`src/rtl/spi_reg_sequencer.sv`:
```
// SPI-to-register-bus transaction sequencer.
// Each SS frame opens with a command byte (bit7 = read, low bits = start address).
// After that, every byte is either write data or a dummy that clocks out prefetched
// read data. The address auto-increments after each access. A req/ack handshake,
// bounded by a timeout, paces the register bus.
//
// state   | meaning
// --------+---------------------------------------------------------------
// IDLE    | no frame; waiting for slave-select to rise
// CMD     | frame open; waiting for the command byte
// WDATA   | write frame; waiting for the next data byte
// WR_BUS  | write strobe held; waiting for ack or timeout
// RD_BUS  | read strobe raised (one cycle after entry) and held until ack/timeout
// RD_WAIT | read byte loaded into tx; waiting for the dummy byte to finish
module spi_reg_sequencer #(
   parameter int unsigned ADDR_W    = 7,
   parameter logic [7:0]  IDLE_BYTE = 8'hA5,
   parameter int unsigned TIMEOUT   = 255
) (
   input  logic              sysClk,
   input  logic              usrReset,
   input  logic              ss_active,
   input  logic              rx_valid,
   input  logic [7:0]        rx_data,
   output logic [7:0]        tx_data,
   output logic              tx_load,
   output logic [ADDR_W-1:0] bus_addr,
   output logic [7:0]        bus_wdata,
   output logic              bus_we,
   output logic              bus_re,
   input  logic [7:0]        bus_rdata,
   input  logic              bus_ack,
   output logic              busy,
   output logic              err
);

   localparam int unsigned TMR_W = (TIMEOUT > 2) ? $clog2(TIMEOUT) : 1;
   localparam logic [TMR_W-1:0]  TMR_LOAD = TMR_W'(TIMEOUT - 1);
   localparam logic [TMR_W-1:0]  TMR_ONE  = TMR_W'(1);
   localparam logic [ADDR_W-1:0] ADDR_ONE = ADDR_W'(1);

   typedef enum logic [2:0] {
      IDLE    = 3'd0,
      CMD     = 3'd1,
      WDATA   = 3'd2,
      WR_BUS  = 3'd3,
      RD_BUS  = 3'd4,
      RD_WAIT = 3'd5
   } stateT;

   stateT             state, stateNext;
   logic              ssPrev;
   logic              abortPend, abortNext;
   logic [TMR_W-1:0]  timer, timerNext;
   logic [7:0]        txDataNext;
   logic              txLoadNext;
   logic [ADDR_W-1:0] busAddrNext;
   logic [7:0]        busWdataNext;
   logic              busWeNext, busReNext;
   logic              errNext;

   logic ssRise, strobeOn, ackSeen, timedOut, leaveFrame;

   assign ssRise     = ss_active & ~ssPrev;
   assign strobeOn   = bus_we | bus_re;
   assign ackSeen    = strobeOn & bus_ack;
   assign timedOut   = strobeOn & ~bus_ack & (timer == '0);
   // An abort seen in an earlier cycle suppresses the tx reload; a same-cycle drop does not.
   assign leaveFrame = abortPend | ~ss_active;
   assign busy       = (state != IDLE);

   // Next-state and next-output decode; every register's next value defaults to hold.
   always_comb begin
      stateNext    = state;
      abortNext    = abortPend;
      timerNext    = timer;
      txDataNext   = tx_data;
      txLoadNext   = 1'b0;
      busAddrNext  = bus_addr;
      busWdataNext = bus_wdata;
      busWeNext    = bus_we;
      busReNext    = bus_re;
      errNext      = err;

      if (ssRise) errNext = 1'b0;
      if (strobeOn && !bus_ack && !timedOut) timerNext = timer - TMR_ONE;

      unique case (state)
         IDLE: begin
            abortNext = 1'b0;
            if (ssRise) begin
               txDataNext = IDLE_BYTE;
               txLoadNext = 1'b1;
               stateNext  = CMD;
            end
         end
         CMD: begin
            if (rx_valid) begin
               busAddrNext = rx_data[ADDR_W-1:0];
               if (!ss_active)      stateNext = IDLE;
               else if (rx_data[7]) stateNext = RD_BUS;
               else                 stateNext = WDATA;
            end else if (!ss_active) begin
               stateNext = IDLE;
            end
         end
         WDATA: begin
            if (rx_valid) begin
               busWdataNext = rx_data;
               busWeNext    = 1'b1;
               timerNext    = TMR_LOAD;
               abortNext    = ~ss_active;
               stateNext    = WR_BUS;
            end else if (!ss_active) begin
               stateNext = IDLE;
            end
         end
         WR_BUS: begin
            if (rx_valid) errNext = 1'b1;
            if (!ss_active) abortNext = 1'b1;
            if (ackSeen || timedOut) begin
               busWeNext   = 1'b0;
               busAddrNext = bus_addr + ADDR_ONE;
               if (timedOut) errNext = 1'b1;
               stateNext = leaveFrame ? IDLE : WDATA;
            end
         end
         RD_BUS: begin
            if (rx_valid) errNext = 1'b1;
            if (!ss_active) abortNext = 1'b1;
            if (!bus_re) begin
               busReNext = 1'b1;
               timerNext = TMR_LOAD;
            end else if (ackSeen || timedOut) begin
               busReNext   = 1'b0;
               busAddrNext = bus_addr + ADDR_ONE;
               if (timedOut) errNext = 1'b1;
               if (!abortPend) begin
                  txDataNext = timedOut ? 8'hFF : bus_rdata;
                  txLoadNext = 1'b1;
               end
               stateNext = leaveFrame ? IDLE : RD_WAIT;
            end
         end
         RD_WAIT: begin
            if (!ss_active)    stateNext = IDLE;
            else if (rx_valid) stateNext = RD_BUS;
         end
         default: stateNext = IDLE;
      endcase
   end

   // State and output registers. ssPrev resets high so a select already held
   // through reset does not count as a new frame.
   always_ff @(posedge sysClk) begin
      if (usrReset) begin
         state     <= IDLE;
         ssPrev    <= 1'b1;
         abortPend <= 1'b0;
         timer     <= '0;
         tx_data   <= IDLE_BYTE;
         tx_load   <= 1'b0;
         bus_addr  <= '0;
         bus_wdata <= '0;
         bus_we    <= 1'b0;
         bus_re    <= 1'b0;
         err       <= 1'b0;
      end else begin
         state     <= stateNext;
         ssPrev    <= ss_active;
         abortPend <= abortNext;
         timer     <= timerNext;
         tx_data   <= txDataNext;
         tx_load   <= txLoadNext;
         bus_addr  <= busAddrNext;
         bus_wdata <= busWdataNext;
         bus_we    <= busWeNext;
         bus_re    <= busReNext;
         err       <= errNext;
      end
   end

endmodule

```
`config.mk`:
```
export PLATFORM = sky130hd
export DESIGN_NAME = spi_reg_sequencer
export DESIGN_NICKNAME = d
export VERILOG_FILES = /design/src/rtl/spi_reg_sequencer.sv
export SDC_FILE = /design/constraint.sdc
export NUM_CORES = 1
export LEC_CHECK = 0
export BUFFER_PORTS_ARGS = -buffer_cell sky130_fd_sc_hd__buf_4
export CAP_MARGIN = 20
export CORE_MARGIN = 1.5
export CORE_UTILIZATION = 50
export CTS_CLUSTER_DIAMETER = 150
export DETAILED_ROUTE_END_ITERATION = 10
export GPL_ROUTABILITY_DRIVEN = 0
export GPL_TIMING_DRIVEN = 0
export PLACE_DENSITY = 0.81
export SYNTH_ARGS = -nofsm -noshare
export SYNTH_HDL_FRONTEND = slang
export SYNTH_SLANG_ARGS = --single-unit
export TNS_END_PERCENT = 50
```
`constraint.sdc`:
```
create_clock -name sysClk -period 6.1 [get_ports sysClk]
set_input_delay 1.22 -clock sysClk [delete_from_list [all_inputs] [get_ports sysClk]]
set_output_delay 1.22 -clock sysClk [all_outputs]
set_load 0.1 [all_outputs]
```
==> summary.md, run 1 <==
| Metric | Value |
|---|---|
| Synth-to-Final Area Change | `25.55%` |
| Crit path from | `state[1]` |
| Number of enable flip-flop cells after synthesis | `0` |
| DP HPWL | `3443 um` |
| Min-Delay Path Class | `reg2reg` |
| RSZ-0062 raised after global routing | `false` |
| Slew Viols, Final | `0` |
| Initial core utilization | `52.84%` |
| Layout cell share with drive strength beyond 1 | `22.77%` |
| First-pass GRT wire length | `7928 um` |
| Gr busiest metal | `met2` |
| Die Wd | `65.90 um` |
| Synth Area in Simple Gates | `between 20% and 30%` |
| Synth unique cells | `just over 50` |
| Layout Nets | `325` |
| Post-route ant nets | `0` |
| Peak supply drop | `around 0.16 mV` |
| WL per Instance | `13.70 um` |
| Top Ports | `49` |
| Post-synth top area cell | `dfxtp_1` |
| CTS hold repair buffers | `0` |
| Clock buffer depth | `2` |
| CP max FO | `10` |
| Min Tclk post-route | `between 2 and 3 ns` |
| Syn Area/Cell | `7.976 um2` |
| Initial antenna violation count | `0` |
| CTS resizes | `0` |
| Yosys top cell area share | `40.48%` |
| RR Endpoint | `state[1]` |
| Register-to-register path setup slack | `3.96 ns` |
| Post-synthesis sequential area ratio | `just over 40%` |
| Final setup vio count | `0` |
| R2R depth | `8` |
| TritonCTS clock tree | `built` |
| Setup WS pre-CTS | `3.311 ns` |
| Final worst slack | `3.279 ns` |
| H-Tree Depth | `2` |
| Root Buffer | `clkbuf_8` |
| WS Path Type | `reg2out` |
| Row cnt | `22` |
| M3 GR Usage | `5.281%` |
| WP data arrival | `1.60 ns` |
| DIE HEIGHT | `65.90 um` |
| Max Cap Violations | `0` |
| Antenna Cells | `0` |
| Vias in the first global route | `around 1,800` |
| Pin count of the biggest net entering global routing | `13` |
| CP endpoint kind | `output port` |
| Remaining global-route overflow | `0` |
| Worst-skew pair later-pin latency | `roughly 0.30 ns` |
| Die ar. | `4343 um2` |
| Layout Skew | `0.009932 ns` |
| Tightest Pin Transition | `0.6526 ns` |
| Max incr delay on CP | `around 0.38 ns` |
| Post-CTS setup repair buffer count | `0` |
| Core footprint | `3744 um2` |
| Num Clock Sinks | `40` |
| CTS clk-pin slew, worst paths | `0.08 ns` |
| Levels on crit path | `4` |
| Compound-gate portion of the synthesized area | `around a fifth` |
| Fillers | `340` |
| Yosys warns | `0` |
| Cells after Synth | `248` |
| Vias | `just under 2,000` |
| Post-layout util | `between 60% and 70%` |
| Max Clk Rate | `354.5 MHz` |
| All-layer global routing usage | `roughly a quarter` |
| Slew HR | `56.31%` |
| GR Util met1 | `29.45%` |
| CP Launch Type | `flop` |
| CP delay by family, top | `buffers and inverters` |
| DR iter-0 viols | `123` |
| Drt drc | `0` |
| Post-synth ARST share | `0%` |
| Synth Area in Adders | `1.265%` |
| Synth top area cells | `dfxtp_1, a21oi_1, nand2_1` |
| CTS Buf Count | `5` |
| Worst Setup EP | `busy` |
| Worst-path cell chain | `buf_2 -> clkbuf_1 -> or3_1 -> buf_4` |
| Drt pass-1 iters | `4` |
| Main synth FF type | `dfxtp_1` |
| Run status | `finished clean` |
| PwrDens | `233.2 nW/um2` |
| Placed Area | `2391 um2` |
| Crit path max-delay cell type | `or3_1` |
| Final Cycle Share | `~46%` |
| Grt met2 use | `39.65%` |
| Synth Register Bits | `40` |
| Worst Path Buf+Inv | `3` |
| Net count after synthesis | `271` |
| Fin Setup TNS | `0 ns` |
| Vias/cell | `between 5 and 6` |
| Final count of hold timing violations | `0` |
| Crit path required time | `around 4.9 ns` |
| Netlist Area Pre-Place | `1978 um2` |
| FF-to-FF Start | `timer[0]` |
| Mux cell area share after synthesis | `1.075%` |
| Leak | `between 0.9 and 1 nW` |
| Largest family of logic cells by synthesized area | `simple AND/OR/NAND/NOR gates` |
| Design area | `between 2000 and 2500 um2` |
| Detailed Route WL | `4807 um` |
| Port Buffers | `47` |
| Post-synthesis xor/xnor area fraction | `2.657%` |
-- sequential cells by signal, indices dropped and copies added (netlist names) --
name,count
bus_wdata,8
timer,8
tx_data,8
bus_addr,7
state,3
abortPend,1
bus_re,1
bus_we,1
err,1
ssPrev,1
tx_load,1
-- layer usage --
| layer | vias up | share of wire, % | wire, um |
|---|---|---|---|
| met2 | 49 | 49 | 2356 |
| met1 | 928 | 45 | 2155 |
| met5 | - | 0 | 0 |
| met3 | 6 | 4.9 | 237 |
| met4 | 0 | 1.2 | 57 |
| li1 | 987 | - | - |
-- placed cells by master (no fill, tap or decap), drive strengths merged, types with 3 or more instances in the layout --
cell	Yosys	final
o211ai	4	4
nor2	23	23
dfxtp	40	40
buf	3	50
nor3	15	15
nand3	3	3
clkbuf	13	19
a21oi	31	31
inv	8	8
a221oi	4	4
o21ai	15	15
nand2b	6	6
nor3b	4	4
nand2	32	32
or3	5	5
nor4	4	4
xor2	4	4
-- power breakdown --
part	switching [mW]	total, mW	leakage [nW]	internal, mW
logic	0.0821	0.119	0.587	0.0371
clock network	0.0929	0.183	0.0510	0.0902
registers	0.00794	0.277	0.324	0.269
-- cell usage after synthesis (2+ instances only) --
| cell type | number |
|---|---|
| xnor2_1 | 2 |
| o21ai_0 | 8 |
| o211ai_1 | 3 |
| clkbuf_1 | 13 |
| dfxtp_1 | 40 |
| nor2b_1 | 2 |
| inv_1 | 8 |
| nand2b_1 | 6 |
| or3_1 | 4 |
| xor2_1 | 4 |
| nor3_1 | 14 |
| nor2_1 | 23 |
| a31oi_1 | 2 |
| nand3_1 | 3 |
| nor4_1 | 4 |
| and4b_1 | 2 |
| nand3b_1 | 2 |
| o21ai_1 | 7 |
| buf_2 | 2 |
| nand2_1 | 32 |
| a21oi_1 | 31 |
| nor3b_1 | 3 |
| ha_1 | 2 |
| a221oi_1 | 4 |
-- worst min-delay path by stage --
stage | start | to | slack [ns] | cells after the start
finish | bus_wdata[5] | bus_wdata[5] | 0.46 | 2
global route | bus_wdata[2] | bus_wdata[2] | 0.49 | 2
CTS | bus_wdata[5] | bus_wdata[5] | 0.46 | 2
detailed placement | bus_wdata[5] | bus_wdata[5] | 0.45 | 2
global placement | bus_wdata[6] | bus_wdata[6] | 0.45 | 2
floorplan | timer[6] | timer[6] | 0.49 | 2
-- worst register-to-register path, stage by stage (launching register included) --
cell and delay (ns):
dfxtp_1 0.34, inv_1 0.06, ha_1 0.17, or4b_4 0.47, buf_6 0.15, nor3_4 0.20
o221ai_2 0.16, or3_1 0.37, a21oi_1 0.15
-- cells by family (layout without fill, tap and decap cells) --
kind of cell	after synthesis	in the layout
multiplexers	2	2
XOR/XNOR	6	6
flip-flops	40	40
adder cells (fa/ha/maj)	2	2
AND/OR/NAND/NOR	108	108
buffers and inverters	24	79
AO/OA/AOI/OAI	66	66
-- per-stage QoR --
step / hold slack, ns / total power [mW] / instances
after detailed placement: 0.4535 / 0.4013 / 343
after floorplan: 0.4898 / 0.3697 / 248
final: 0.4578 / 0.5793 / 351
after global routing: 0.4899 / 0.6016 / 351
after global placement: 0.4452 / 0.3997 / 343
after CTS: 0.4638 / 0.5803 / 351
-- layout make-up --
cell class	count	area, um2	share of cell area (%)
flip-flops and latches	40	800.8	32.24
well taps	48	60.06	2.418
repair buffers	47	352.8	14.21
clock buffers	6	82.58	3.325
inverters	8	30.03	1.209
plain buffers	16	70.07	2.821
clock inverters	2	10.01	0.4030
multi-input cells	184	1077	43.38
No activity file was read; power rests on OpenSTA's default activity.
==> inputs of run 2 (changes only) <==
--- a/config.mk
+++ b/config.mk
@@ -8,12 +8,12 @@
 export BUFFER_PORTS_ARGS = -buffer_cell sky130_fd_sc_hd__buf_4
 export CAP_MARGIN = 20
 export CORE_MARGIN = 1.5
-export CORE_UTILIZATION = 50
+export CORE_UTILIZATION = 47
 export CTS_CLUSTER_DIAMETER = 150
 export DETAILED_ROUTE_END_ITERATION = 10
 export GPL_ROUTABILITY_DRIVEN = 0
 export GPL_TIMING_DRIVEN = 0
-export PLACE_DENSITY = 0.81
+export PLACE_DENSITY = 0.8
 export SYNTH_ARGS = -nofsm -noshare
 export SYNTH_HDL_FRONTEND = slang
 export SYNTH_SLANG_ARGS = --single-unit
==> constraint.sdc (replaced) <==
create_clock -name sysClk -period 2.5 [get_ports sysClk]
set_input_delay 0.5 -clock sysClk [delete_from_list [all_inputs] [get_ports sysClk]]
set_output_delay 0.5 -clock sysClk [all_outputs]
set_load 0.1 [all_outputs]
==> run 2 against run 1 <==
Net effect:
- cell area up 0.71%
- power rose to 2.6 times the previous value
- core utilization down 4.3 points
- setup slack worse by 2.9 ns
- worst hold slack worse by 0.0086 ns
==> summary.md, run 2 (same netlist as run 1, synthesis figures left out) <==
| Metric | Value |
|---|---|
| CTS clk-pin slew, worst paths | `0.08 ns` |
| Crit path required time | `around 2.7 ns` |
| CP Launch Type | `flop` |
| Detailed Route WL | `roughly 4600 um` |
| CTS hold repair buffers | `0` |
| Die Wd | `67.88 um` |
| Most frequent cells in the layout | `buf_4, dfxtp_1, nand2_1` |
| Final count of hold timing violations | `0` |
| Post-layout util | `62.08%` |
| Initial core utilization | `49.10%` |
| Slew HR | `63.38%` |
| Final setup vio count | `0` |
| Hold path depth | `3` |
| H-Tree Depth | `2` |
| Min Tclk post-route | `roughly 2.1 ns` |
| Setup WS pre-CTS | `0.3656 ns` |
| Die ar. | `4607 um2` |
| All-layer global routing usage | `roughly 23%` |
| FF-to-FF Start | `timer[0]` |
| Peak supply drop | `0.4190 mV` |
| Drt drc | `0` |
| Register-to-register path setup slack | `0.35 ns` |
| Max Cap Violations | `0` |
| Vias in the first global route | `1,786` |
| CTS resizes | `0` |
| CTS Buf Count | `5` |
| TritonCTS clock tree | `built` |
| PwrDens | `592.4 nW/um2` |
| Min-Delay Path Class | `in2reg` |
| Final worst slack | `0.3514 ns` |
| Fin Setup TNS | `0 ns` |
| Commonest non-fill, non-tap cell in the layout | `buf_4` |
| Slew Viols, Final | `0` |
| Worst Path Buf+Inv | `2` |
| Remaining global-route overflow | `0` |
| Layout Nets | `325` |
| Vias | `around 2,000` |
| Clock buffer depth | `2` |
| Worst hold slack | `0.4492 ns` |
| R2R depth | `8` |
| Worst-skew pair later-pin latency | `0.29 ns` |
| Hold path endpoint | `tx_data[7]` |
| Max incr delay on CP | `0.46 ns` |
| Vias/cell | `5.544` |
| CP endpoint kind | `flop` |
| DP HPWL | `3479 um` |
| Leak | `between 0.9 and 1 nW` |
| Worst-path cell chain | `inv_1 -> ha_1 -> or4b_4 -> buf_6 -> o21bai_2 -> o211ai_2 -> or3_1 -> a31oi_1` |
| First-pass GRT wire length | `7886 um` |
| Top flop regs | `bus_wdata x8, timer x8, tx_data x8` |
| Hold path start | `bus_rdata[7]` |
| CP delay by family, top | `simple AND/OR/NAND/NOR gates` |
| Final Cycle Share | `85.94%` |
| CP max FO | `6` |
| Max Clk Rate | `465.4 MHz` |
| Root Buffer | `clkbuf_8` |
| Num Clock Sinks | `40` |
| Post-CTS setup repair buffer count | `0` |
| Initial antenna violation count | `0` |
| Tightest Pin Transition | `0.5469 ns` |
| Pin count of the biggest net entering global routing | `13` |
| WP data arrival | `2.37 ns` |
| WL per Instance | `13.14 um` |
| Drt pass-1 iters | `4` |
| Layout cell share with drive strength beyond 1 | `22.44%` |
| Synth-to-Final Area Change | `26.44%` |
| Port Buffers | `47` |
| Run status | `finished clean` |
| Layout Skew | `0.006624 ns` |
| RR Endpoint | `bus_addr[0]` |
| RSZ-0062 raised after global routing | `false` |
| Antenna Cells | `0` |
| Core footprint | `4029 um2` |
| Row cnt | `23` |
| DR iter-0 viols | `130` |
| DIE HEIGHT | `67.88 um` |
| WS Path Type | `reg2reg` |
| Post-route ant nets | `0` |
| Top Ports | `49` |
| Crit path max-delay cell type | `or4b_4` |
[run 2: power by group]
group	internal [mW]	total, mW	switching [mW]
clock network	0.296	0.518	0.222
logic	0.0904	0.289	0.198
registers	0.656	0.675	0.0189
[run 2: routing by layer]
layer  wire length, um  global-route usage (%)  up-vias
met5                 0                       0        -
met4                51                   7.750        0
met3               304                   6.579        4
met2              2173                   35.17       61
met1              2108                   30.00      906
li1                  -                       -      986
[run 2: final cells by class]
| type | instances | area, um2 |
|---|---|---|
| Fill cell | 360 | 1528 |
| Multi-Input combinational cell | 184 | 1077 |
| Sequential cell | 40 | 800.8 |
| Timing Repair Buffer | 47 | 352.8 |
| Clock buffer | 6 | 72.57 |
| Buffer | 16 | 70.07 |
| Tap cell | 50 | 62.56 |
| Clock inverter | 2 | 35.03 |
| Inverter | 8 | 30.03 |
[run 2: how the worst max path moves through the flow]
stage | start | end | cells after the start
after floorplan | bus_re | timer[4] | 6
after global placement | timer[0] | timer[4] | 9
after CTS | timer[0] | tx_data[4] | 8
final | timer[0] | bus_addr[0] | 8
after detailed placement | timer[0] | bus_addr[0] | 8
after global routing | timer[0] | bus_addr[6] | 8
[run 2: stage by stage]
stage               instance area, um2  std cells  power, mW
floorplan                         1978        248     0.9021
global placement                  2394        345     0.9744
detailed placement                2394        345     0.9790
CTS                               2501        353      1.497
global route                      2501        353      1.548
finish                            2501        353      1.482
[run 2: tightest hold or removal path, cell delays in order]
cell,delay [ns]
buf_4,0.08
nor3_1,0.04
a21oi_1,0.09
